===== src/rtl/uart_tx_arbiter.sv =====
// rtl/uart_tx_arbiter.sv - round-robin, packet-locked arbiter sharing one UART TX core
// Grant is held for a whole packet; a watchdog revokes it if the owner stalls mid-packet.
module uart_tx_arbiter #(
    parameter int          NUM_REQ = 2,
    parameter logic [31:0] TIMEOUT = 32'd1000000
) (
    input  logic                   CLK,
    input  logic                   RST,
    input  logic [NUM_REQ-1:0]     REQ_VALID,
    input  logic [8*NUM_REQ-1:0]   REQ_DATA,
    input  logic [NUM_REQ-1:0]     REQ_LAST,
    output logic [NUM_REQ-1:0]     REQ_READY,
    output logic [NUM_REQ-1:0]     GRANT,
    output logic [7:0]             TX_DATA,
    output logic                   TX_START,
    input  logic                   TX_BUSY,
    output logic                   TIMEOUT_PULSE
);

    localparam int              OW       = $clog2(NUM_REQ);
    localparam logic [OW-1:0]   LAST_IDX = OW'(NUM_REQ - 1);

    typedef enum logic [1:0] {IDLE, SEND, WAIT_ACK, WAIT_DONE} state_t;

    state_t             state, state_d;
    logic [NUM_REQ-1:0] grant_d;
    logic [OW-1:0]      owner, owner_d;
    logic [OW-1:0]      last_owner, last_owner_d;
    logic [7:0]         tx_data_d;
    logic               last_flag, last_flag_d;
    logic [31:0]        stall_cnt, stall_d;
    logic               pulse_d;

    logic [OW-1:0]      winner;
    logic [OW-1:0]      cand;
    logic               found;
    logic [7:0]         owner_byte;
    logic               owner_valid;
    logic               owner_last;
    logic               accept;

    // Scan starts one past the previous owner and wraps, so the first hit is the fair winner.
    always_comb begin
        winner = '0;
        found  = 1'b0;
        cand   = last_owner;
        for (int k = 0; k < NUM_REQ; k++) begin
            cand = (cand == LAST_IDX) ? '0 : cand + OW'(1);
            if (!found && REQ_VALID[cand]) begin
                winner = cand;
                found  = 1'b1;
            end
        end
    end

    always_comb begin
        owner_byte = '0;
        for (int i = 0; i < NUM_REQ; i++) begin
            if (owner == OW'(i)) begin
                owner_byte = REQ_DATA[8*i +: 8];
            end
        end
    end

    assign owner_valid = REQ_VALID[owner];
    assign owner_last  = REQ_LAST[owner];
    assign REQ_READY   = (state == SEND && !TX_BUSY) ? GRANT : '0;
    assign TX_START    = (state == WAIT_ACK);
    assign accept      = |(REQ_VALID & REQ_READY);

    always_comb begin
        state_d      = state;
        grant_d      = GRANT;
        owner_d      = owner;
        last_owner_d = last_owner;
        tx_data_d    = TX_DATA;
        last_flag_d  = last_flag;
        stall_d      = stall_cnt;
        pulse_d      = 1'b0;
        case (state)
            IDLE: begin
                if (found) begin
                    state_d          = SEND;
                    owner_d          = winner;
                    grant_d          = '0;
                    grant_d[winner]  = 1'b1;
                    stall_d          = '0;
                end
            end
            SEND: begin
                // An accept in the same cycle as the timeout wins; the counter never fires then.
                if (accept) begin
                    tx_data_d   = owner_byte;
                    last_flag_d = owner_last;
                    stall_d     = '0;
                    state_d     = WAIT_ACK;
                end else if (!owner_valid && TIMEOUT != 32'd0) begin
                    if (stall_cnt >= TIMEOUT - 32'd1) begin
                        pulse_d      = 1'b1;
                        grant_d      = '0;
                        last_owner_d = owner;
                        stall_d      = TIMEOUT;
                        state_d      = IDLE;
                    end else begin
                        stall_d = stall_cnt + 32'd1;
                    end
                end
            end
            WAIT_ACK: begin
                state_d = WAIT_DONE;
            end
            WAIT_DONE: begin
                if (!TX_BUSY) begin
                    if (last_flag) begin
                        grant_d      = '0;
                        last_owner_d = owner;
                        state_d      = IDLE;
                    end else begin
                        stall_d = '0;
                        state_d = SEND;
                    end
                end
            end
            default: begin
                state_d = IDLE;
                grant_d = '0;
            end
        endcase
    end

    always_ff @(posedge CLK) begin
        if (RST) begin
            state         <= IDLE;
            GRANT         <= '0;
            owner         <= '0;
            last_owner    <= LAST_IDX;
            TX_DATA       <= 8'h00;
            last_flag     <= 1'b0;
            stall_cnt     <= '0;
            TIMEOUT_PULSE <= 1'b0;
        end else begin
            state         <= state_d;
            GRANT         <= grant_d;
            owner         <= owner_d;
            last_owner    <= last_owner_d;
            TX_DATA       <= tx_data_d;
            last_flag     <= last_flag_d;
            stall_cnt     <= stall_d;
            TIMEOUT_PULSE <= pulse_d;
        end
    end

endmodule


===== config.mk =====
export PLATFORM = sky130hd
export DESIGN_NAME = uart_tx_arbiter
export DESIGN_NICKNAME = d
export VERILOG_FILES = /design/src/rtl/uart_tx_arbiter.sv
export SDC_FILE = /design/constraint.sdc
export NUM_CORES = 1
export LEC_CHECK = 0
export BUFFER_PORTS_ARGS = -buffer_cell sky130_fd_sc_hd__buf_2
export CAP_MARGIN = 15
export CORE_MARGIN = 3
export CORE_UTILIZATION = 55
export CTS_CLUSTER_DIAMETER = 60
export DETAILED_ROUTE_END_ITERATION = 6
export GPL_TIMING_DRIVEN = 1
export HOLD_SLACK_MARGIN = 0.03
export PLACE_DENSITY = 0.77
export SLEW_MARGIN = 10
export SYNTH_ARGS = -nofsm -noshare
export SYNTH_HDL_FRONTEND = slang
export SYNTH_SLANG_ARGS = --single-unit
export TNS_END_PERCENT = 10

===== constraint.sdc =====
create_clock -name CLK -period 2.9 [get_ports CLK]
set_input_delay 0.435 -clock CLK [delete_from_list [all_inputs] [get_ports CLK]]
set_output_delay 0.435 -clock CLK [all_outputs]
set_load 0.005 [all_outputs]

==> flow_summary_export.csv, run 1 <==
group,metric,value,unit
timing,setup_violations,0,
timing,hold_viol,0,
drt,viasPerCell,6.184,
run_status,status,"complete, no violations",
drt,drc,0,
die,fp.dieH,75.27,um
clock_network,numCtsBuffers,5,
clock_network,hold_buffers,0,
clock_network,clkTransAtPathRegs,80,ps
clock_network,cts-root-buf,"clkbuf_8",
pwr,irDropWorstVdd,0.0003399,V
grt,grtUsageTotal,22.33,%
final_layout,num_antenna_cells,0,
hold_path,hold_path_class,"flop to flop",
drt,drt_iter0_markers,206,
hold_path,hold_path_end,"stall_cnt[31]$_SDFFE_PP0P_",
setup_path,ff2ff_path_depth,6,
grt,grt_pass1_wl,9970,um
die,die_w,75.27,um
setup_path,worstPathMaxFanout,20,
final_layout,fin_area,2922,um2
synthesis,ys_seq_area_share,36.42,%
setup_path,worstSetupEndpointType,"flop",
synthesis,synth_edf_count,0,
pwr,power_leakage,1.042,nW
die,top_level_ports,37,
synthesis,synth_common_cells,"48 x dfxtp_1, 21 x nand4_1, 21 x nor2_1",
setup_path,r2r_slack,670,ps
timing,relSlewSlack,31.05,%
timing,finalCritPeriodShare,76.84,%
setup_path,crit_slowest_cell,"or4_4",
pwr,p_per_area,436.8,nW/um2
setup_path,worstReg2RegEnd,"stall_cnt[10]$_SDFFE_PP0P_",
synthesis,syn_inst,301,
clock_network,cts_buffer_depth,2,
clock_network,worstSkewPairLatency,300,ps
synthesis,yosysWarnings,0,
synthesis,yosys.area.top_type_share,36.42,%
final_layout,drive_above_1_share,25.53,%
final_layout,nNetsFinal,357,
pwr,p_total,1.276,mW
synthesis,synth_most_common_cell,"dfxtp_1",
timing,whs,462.1,ps
hold_path,hold_path_depth,2,
setup_path,worstPathRequired,3090,ps
place,dpl-instance-area,2825,um2
die,start_util,58.58,%
synthesis,postSynthAreaPerCell,8.767,um2
synthesis,async_flop_share,0,%
timing,finalCriticalPeriod,2228,ps
timing,tightest_slew,1029,ps
synthesis,synthTopCellsByArea,"dfxtp_1 36%, nand4_1 5.0%, mux2i_1 3.4%",
hold_path,worstHoldStart,"stall_cnt[31]$_SDFFE_PP0P_",
setup_path,cpPeakStageDelay,550,ps
timing,max_freq,0.4488,GHz
timing,finalClockSkew,2.811,ps
synthesis,syn_nets,325,
setup_path,crit_chain,"or4_4 -> nor4_4 -> a211oi_4 -> a22oi_4 -> buf_4 -> nor2_2",
drt,vias,2381,
final_layout,syn_to_final_growth,10.72,%
clock_network,postCtsSetupRepairBufs,0,
die,rows,24,
clock_network,cts_resized,0,
grt,grt_max_degree,23,
run,max_cap_viol_count,0,
grt,grt_pass1_vias,2220,
die,die-area,5665,um2
synthesis,netlist-cell-type-count,60,
timing,tns,0,ps
drt,drtAntennaViolNets,0,
clock_network,cts.sinks,48,
timing,rsz0062_at_grt,"false",
setup_path,critPathArrivalTime,2420,ps
grt,global_route.overflow_total,0,
place,numPortBuffers,36,
drt,routedWlPerCell,14.99,um
clock_network,htreeDepth,2,
grt,antenna_found_initial,0,
synthesis,ys_seq_elements,48,
drt,finalWirelength,5770,um
place,gp_congestion,0.8939,
synthesis,synth_area,2639,um2
setup_path,start_kind,"flop",
drt,drtPass1Iterations,4,
die,core,4504,um2
place,place.detailed.hpwl,4091,um
setup_path,critPathKind,"flop to flop",
setup_path,r2r-start,"stall_cnt[10]$_SDFFE_PP0P_",
clock_network,cts_tree,"done",
timing,slew_violations,0,
synthesis,synth_ff_type,"dfxtp_1",
synthesis,synth_top_cell_by_area,"dfxtp_1",
-- layer usage --
| layer | vias to the layer above | GRT usage [%] | share of wire [%] |
|---|---|---|---|
| met2 | 62 | 35.49 | 45 |
| met1 | 1115 | 31.12 | 48 |
| li1 | 1200 | - | - |
| met4 | 0 | 5.437 | 0.57 |
| met5 | - | 0 | 0 |
| met3 | 4 | 4.673 | 5.7 |
-- report_power, final --
| part | internal (mW) | switching [mW] |
|---|---|---|
| combinational | 0.0625 | 0.108 |
| sequential | 0.669 | 0.0121 |
| clock | 0.213 | 0.212 |
-- critical path, delay by kind of cell, from the launching register on --
family | cells | cell delay, ps
and+or+nand+nor | 3 | 1000
AOI/OAI and AO/OA | 2 | 400
buffers and inverters | 1 | 350
DFF | 1 | 360
-- cell usage in the layout, fill, tap and decap left out, drive strengths merged, types with 2 or more instances in the layout --
cell | Yosys | final
dfxtp | 48 | 48
buf | 13 | 42
nor2 | 33 | 33
nand4 | 21 | 21
nand2 | 19 | 19
a21oi | 19 | 19
a211oi | 13 | 13
nand3 | 11 | 11
a31oi | 10 | 10
and3 | 10 | 10
inv | 9 | 9
mux2i | 9 | 9
nor3 | 8 | 8
xor2 | 7 | 7
clkbuf | 4 | 7
or4 | 7 | 7
o21ai | 7 | 7
and2 | 6 | 6
o31ai | 5 | 5
nor4 | 5 | 5
nor2b | 3 | 3
nand2b | 3 | 3
a311oi | 3 | 3
o21a | 3 | 3
o221a | 3 | 3
and4 | 2 | 2
o211a | 2 | 2
a22oi | 2 | 2
-- registers in the layout, indices dropped and copies added, names as in the netlist, named ones only --
signal         count
GRANT              2
TIMEOUT_PULSE      1
TX_DATA            8
last_flag          1
last_owner         1
owner              1
stall_cnt         32
state              1
-- stage by stage --
stage / setup WS (ps) / instances / util (%)
2_1_floorplan: 971.2 / 301 / -
3_3_place_gp: 723.6 / 378 / 62.72
3_5_place_dp: 673.7 / 378 / 62.72
4_1_cts: 685.8 / 385 / 64.86
5_1_grt: 560.6 / 385 / 64.86
6_report: 671.8 / 385 / 64.86
-- layout make-up --
class / count / area [um2]
fill: 397 / 1583
multi-input combinational: 227 / 1540
sequential: 48 / 960.9
timing repair buffer: 42 / 225.2
clock buffer: 7 / 96.34
tap: 52 / 65.06
inverter: 9 / 33.78
-- how the worst max path moves through the flow --
stage	slack, ps	cells past startpoint	endpoint	from
finish	670	6	stall_cnt[10]$_SDFFE_PP0P_	stall_cnt[10]$_SDFFE_PP0P_
global route	560	5	stall_cnt[17]$_SDFFE_PP0P_	stall_cnt[23]$_SDFFE_PP0P_
floorplan	970	7	stall_cnt[23]$_SDFFE_PP0P_	REQ_VALID[0]
CTS	690	6	stall_cnt[13]$_SDFFE_PP0P_	stall_cnt[10]$_SDFFE_PP0P_
global placement	720	7	stall_cnt[20]$_SDFFE_PP0P_	TX_BUSY
detailed placement	670	7	stall_cnt[21]$_SDFFE_PP0P_	TX_BUSY
-- cells by family after synthesis --
family,Yosys count,share of synthesized area [%]
buffers and inverters,26,5.215
muxes,10,3.841
and+or+nand+nor,132,28.83
adders and majority gates,1,0.4741
AOI/OAI and AO/OA,77,22.90
xor gates and xnor gates,7,2.323
DFF,48,36.42
Power figures use the tool's default switching activity.
==> inputs of run 2 (changes only) <==
clock period = 2.1 ns   (was 2.9 ns; I/O delays follow)
==> run 2 against run 1 <==
Count of clock-buffer cells in the layout down 1. Design area up 4.1%. Setup slack worse by 600 ps. Power up 39%.
==> flow_summary_export.csv, run 2 (synthesis results as in run 1) <==
group,metric,value,unit
run_status,status,"complete, no violations",
die,fp.dieH,75.27,um
place,dpl-instance-area,2943,um2
final_layout,reg_top3,"stall_cnt: 32 flops, TX_DATA: 8 flops, GRANT: 2 flops",
final_layout,final-instance-count-excl-fill,400,
timing,finalClockSkew,6.177,ps
final_layout,num_antenna_cells,0,
grt,antenna_found_initial,0,
drt,vias,2476,
grt,grtUsageTotal,23.23,%
hold_path,worstHoldStart,"REQ_DATA[5]",
clock_network,cts.sinks,48,
clock_network,cts-root-buf,"clkbuf_8",
clock_network,cts_tree,"done",
final_layout,layout_common_cells,"48 x dfxtp_1, 36 x buf_2, 21 x nor2_1, 21 x nand4_1",
clock_network,worstSkewPairLatency,290,ps
pwr,p_per_area,583.1,nW/um2
drt,drtPass1Iterations,4,
setup_path,crit_slowest_cell,"or4_4",
clock_network,clkTransAtPathRegs,90,ps
timing,whs,343.4,ps
place,place.detailed.hpwl,4516,um
setup_path,r2r-start,"stall_cnt[11]$_SDFFE_PP0P_",
setup_path,critPathKind,"flop to flop",
place,dp_cells,392,
place,numPortBuffers,36,
final_layout,nNetsFinal,371,
die,die_w,75.27,um
setup_path,ff2ff_path_depth,6,
clock_network,cts_resized,0,
final_layout,syn_to_final_growth,15.27,%
timing,hold_viol,0,
hold_path,hold_path_class,"primary input to flop",
timing,setup_violations,0,
timing,tightest_slew,586.4,ps
setup_path,r2r_slack,80,ps
drt,drc,0,
setup_path,crit_start,"stall_cnt[11]$_SDFFE_PP0P_",
final_layout,fin_area,3042,um2
final_layout,fillers,379,
final_layout,final_util,67.53,%
timing,relSlewSlack,60.49,%
drt,viasPerCell,6.190,
die,rows,24,
die,start_util,58.58,%
grt,grt_pass1_vias,2227,
grt,grt_max_degree,21,
pwr,irDropWorstVdd,0.0003472,V
setup_path,cpPeakStageDelay,530,ps
pwr,power_leakage,1.120,nW
clock_network,hold_buffers,0,
die,die-area,5665,um2
setup_path,worstSetupEndpointType,"flop",
hold_path,hold_path_end,"TX_DATA[5]$_SDFFE_PP0P_",
timing,finalCritPeriodShare,96.42,%
setup_path,critPathArrivalTime,2270,ps
setup_path,start_kind,"flop",
final_layout,layout_commonest_cell,"dfxtp_1",
die,top_level_ports,37,
drt,drt_iter0_markers,164,
pwr,p_total,1.774,mW
clock_network,numCtsBuffers,5,
grt,grt_pass1_wl,10220,um
grt,global_route.overflow_total,0,
drt,routedWlPerCell,15.55,um
clock_network,htreeDepth,2,
clock_network,cts_buffer_depth,2,
setup_path,worstPathRequired,2340,ps
place,gp_congestion,0.8806,
drt,drtAntennaViolNets,0,
drt,finalWirelength,6218,um
hold_path,hold_path_depth,3,
timing,slew_violations,0,
setup_path,worstPathMaxFanout,12,
setup_path,crit_chain,"or4_4 -> nor4_4 -> a211oi_4 -> buf_4 -> a21oi_1 -> o221a_1",
final_layout,regMostFlops,"stall_cnt",
final_layout,drive_above_1_share,29.02,%
timing,max_freq,0.4939,GHz
run,max_cap_viol_count,0,
setup_path,worstReg2RegEnd,"stall_cnt[14]$_SDFFE_PP0P_",
final_layout,largest_reg_flops,32,
die,core,4504,um2
timing,finalCriticalPeriod,2025,ps
clock_network,postCtsSetupRepairBufs,0,
[run 2: cell types whose count changed in the layout (fill, tap and decap cells not counted)]
cell | before | now
clkbuf_8 | 7 | 6
buf_4 | 6 | 19
buf_12 | 0 | 1
clkinv_2 | 0 | 2
nor4_1 | 4 | 3
nor4_2 | 0 | 1
[run 2: routing by layer]
metal	vias up	share of wire, %	global-route usage, %
li1	1234	-	-
met1	1172	46	32.46
met2	59	47	36.27
met3	11	5.5	4.272
met4	0	1.3	7.573
met5	-	0	0
[run 2: stage by stage]
stage	setup slack (ps)	setup TNS, ps
2_1_floorplan	235.3	0
3_3_place_gp	133.1	0
3_5_place_dp	121.6	0
4_1_cts	77.60	0
5_1_grt	-15.14	-30.24
6_report	75.22	0
[run 2: worst max-delay path by stage]
stage / end / slack (ps) / cells after the start
2_1_floorplan: stall_cnt[26]$_SDFFE_PP0P_ / 240 / 6
3_3_place_gp: stall_cnt[14]$_SDFFE_PP0P_ / 130 / 6
3_5_place_dp: stall_cnt[14]$_SDFFE_PP0P_ / 120 / 6
4_1_cts: stall_cnt[14]$_SDFFE_PP0P_ / 80 / 6
5_1_grt: stall_cnt[21]$_SDFFE_PP0P_ / -20 / 5
6_report: stall_cnt[14]$_SDFFE_PP0P_ / 80 / 6
[run 2: layout make-up]
type | instances | area (um2) | share of cell area, %
inverter | 9 | 33.78 | 1.111
tap | 52 | 65.06 | 2.139
sequential | 48 | 960.9 | 31.59
timing repair buffer | 56 | 342.8 | 11.27
clock buffer | 6 | 82.58 | 2.715
clock inverter | 2 | 10.01 | 0.3291
multi-input combinational | 227 | 1546 | 50.84
[run 2: power by group]
part | switching, mW | internal (mW)
logic | 0.160 | 0.110
clock network | 0.302 | 0.263
registers | 0.0150 | 0.924
[run 2: worst max-delay path, delay by kind of cell (launching register included)]
family	cells	cell delay, ps
buf+inv	1	210
simple gates	2	920
compound gates	3	480
flops	1	350
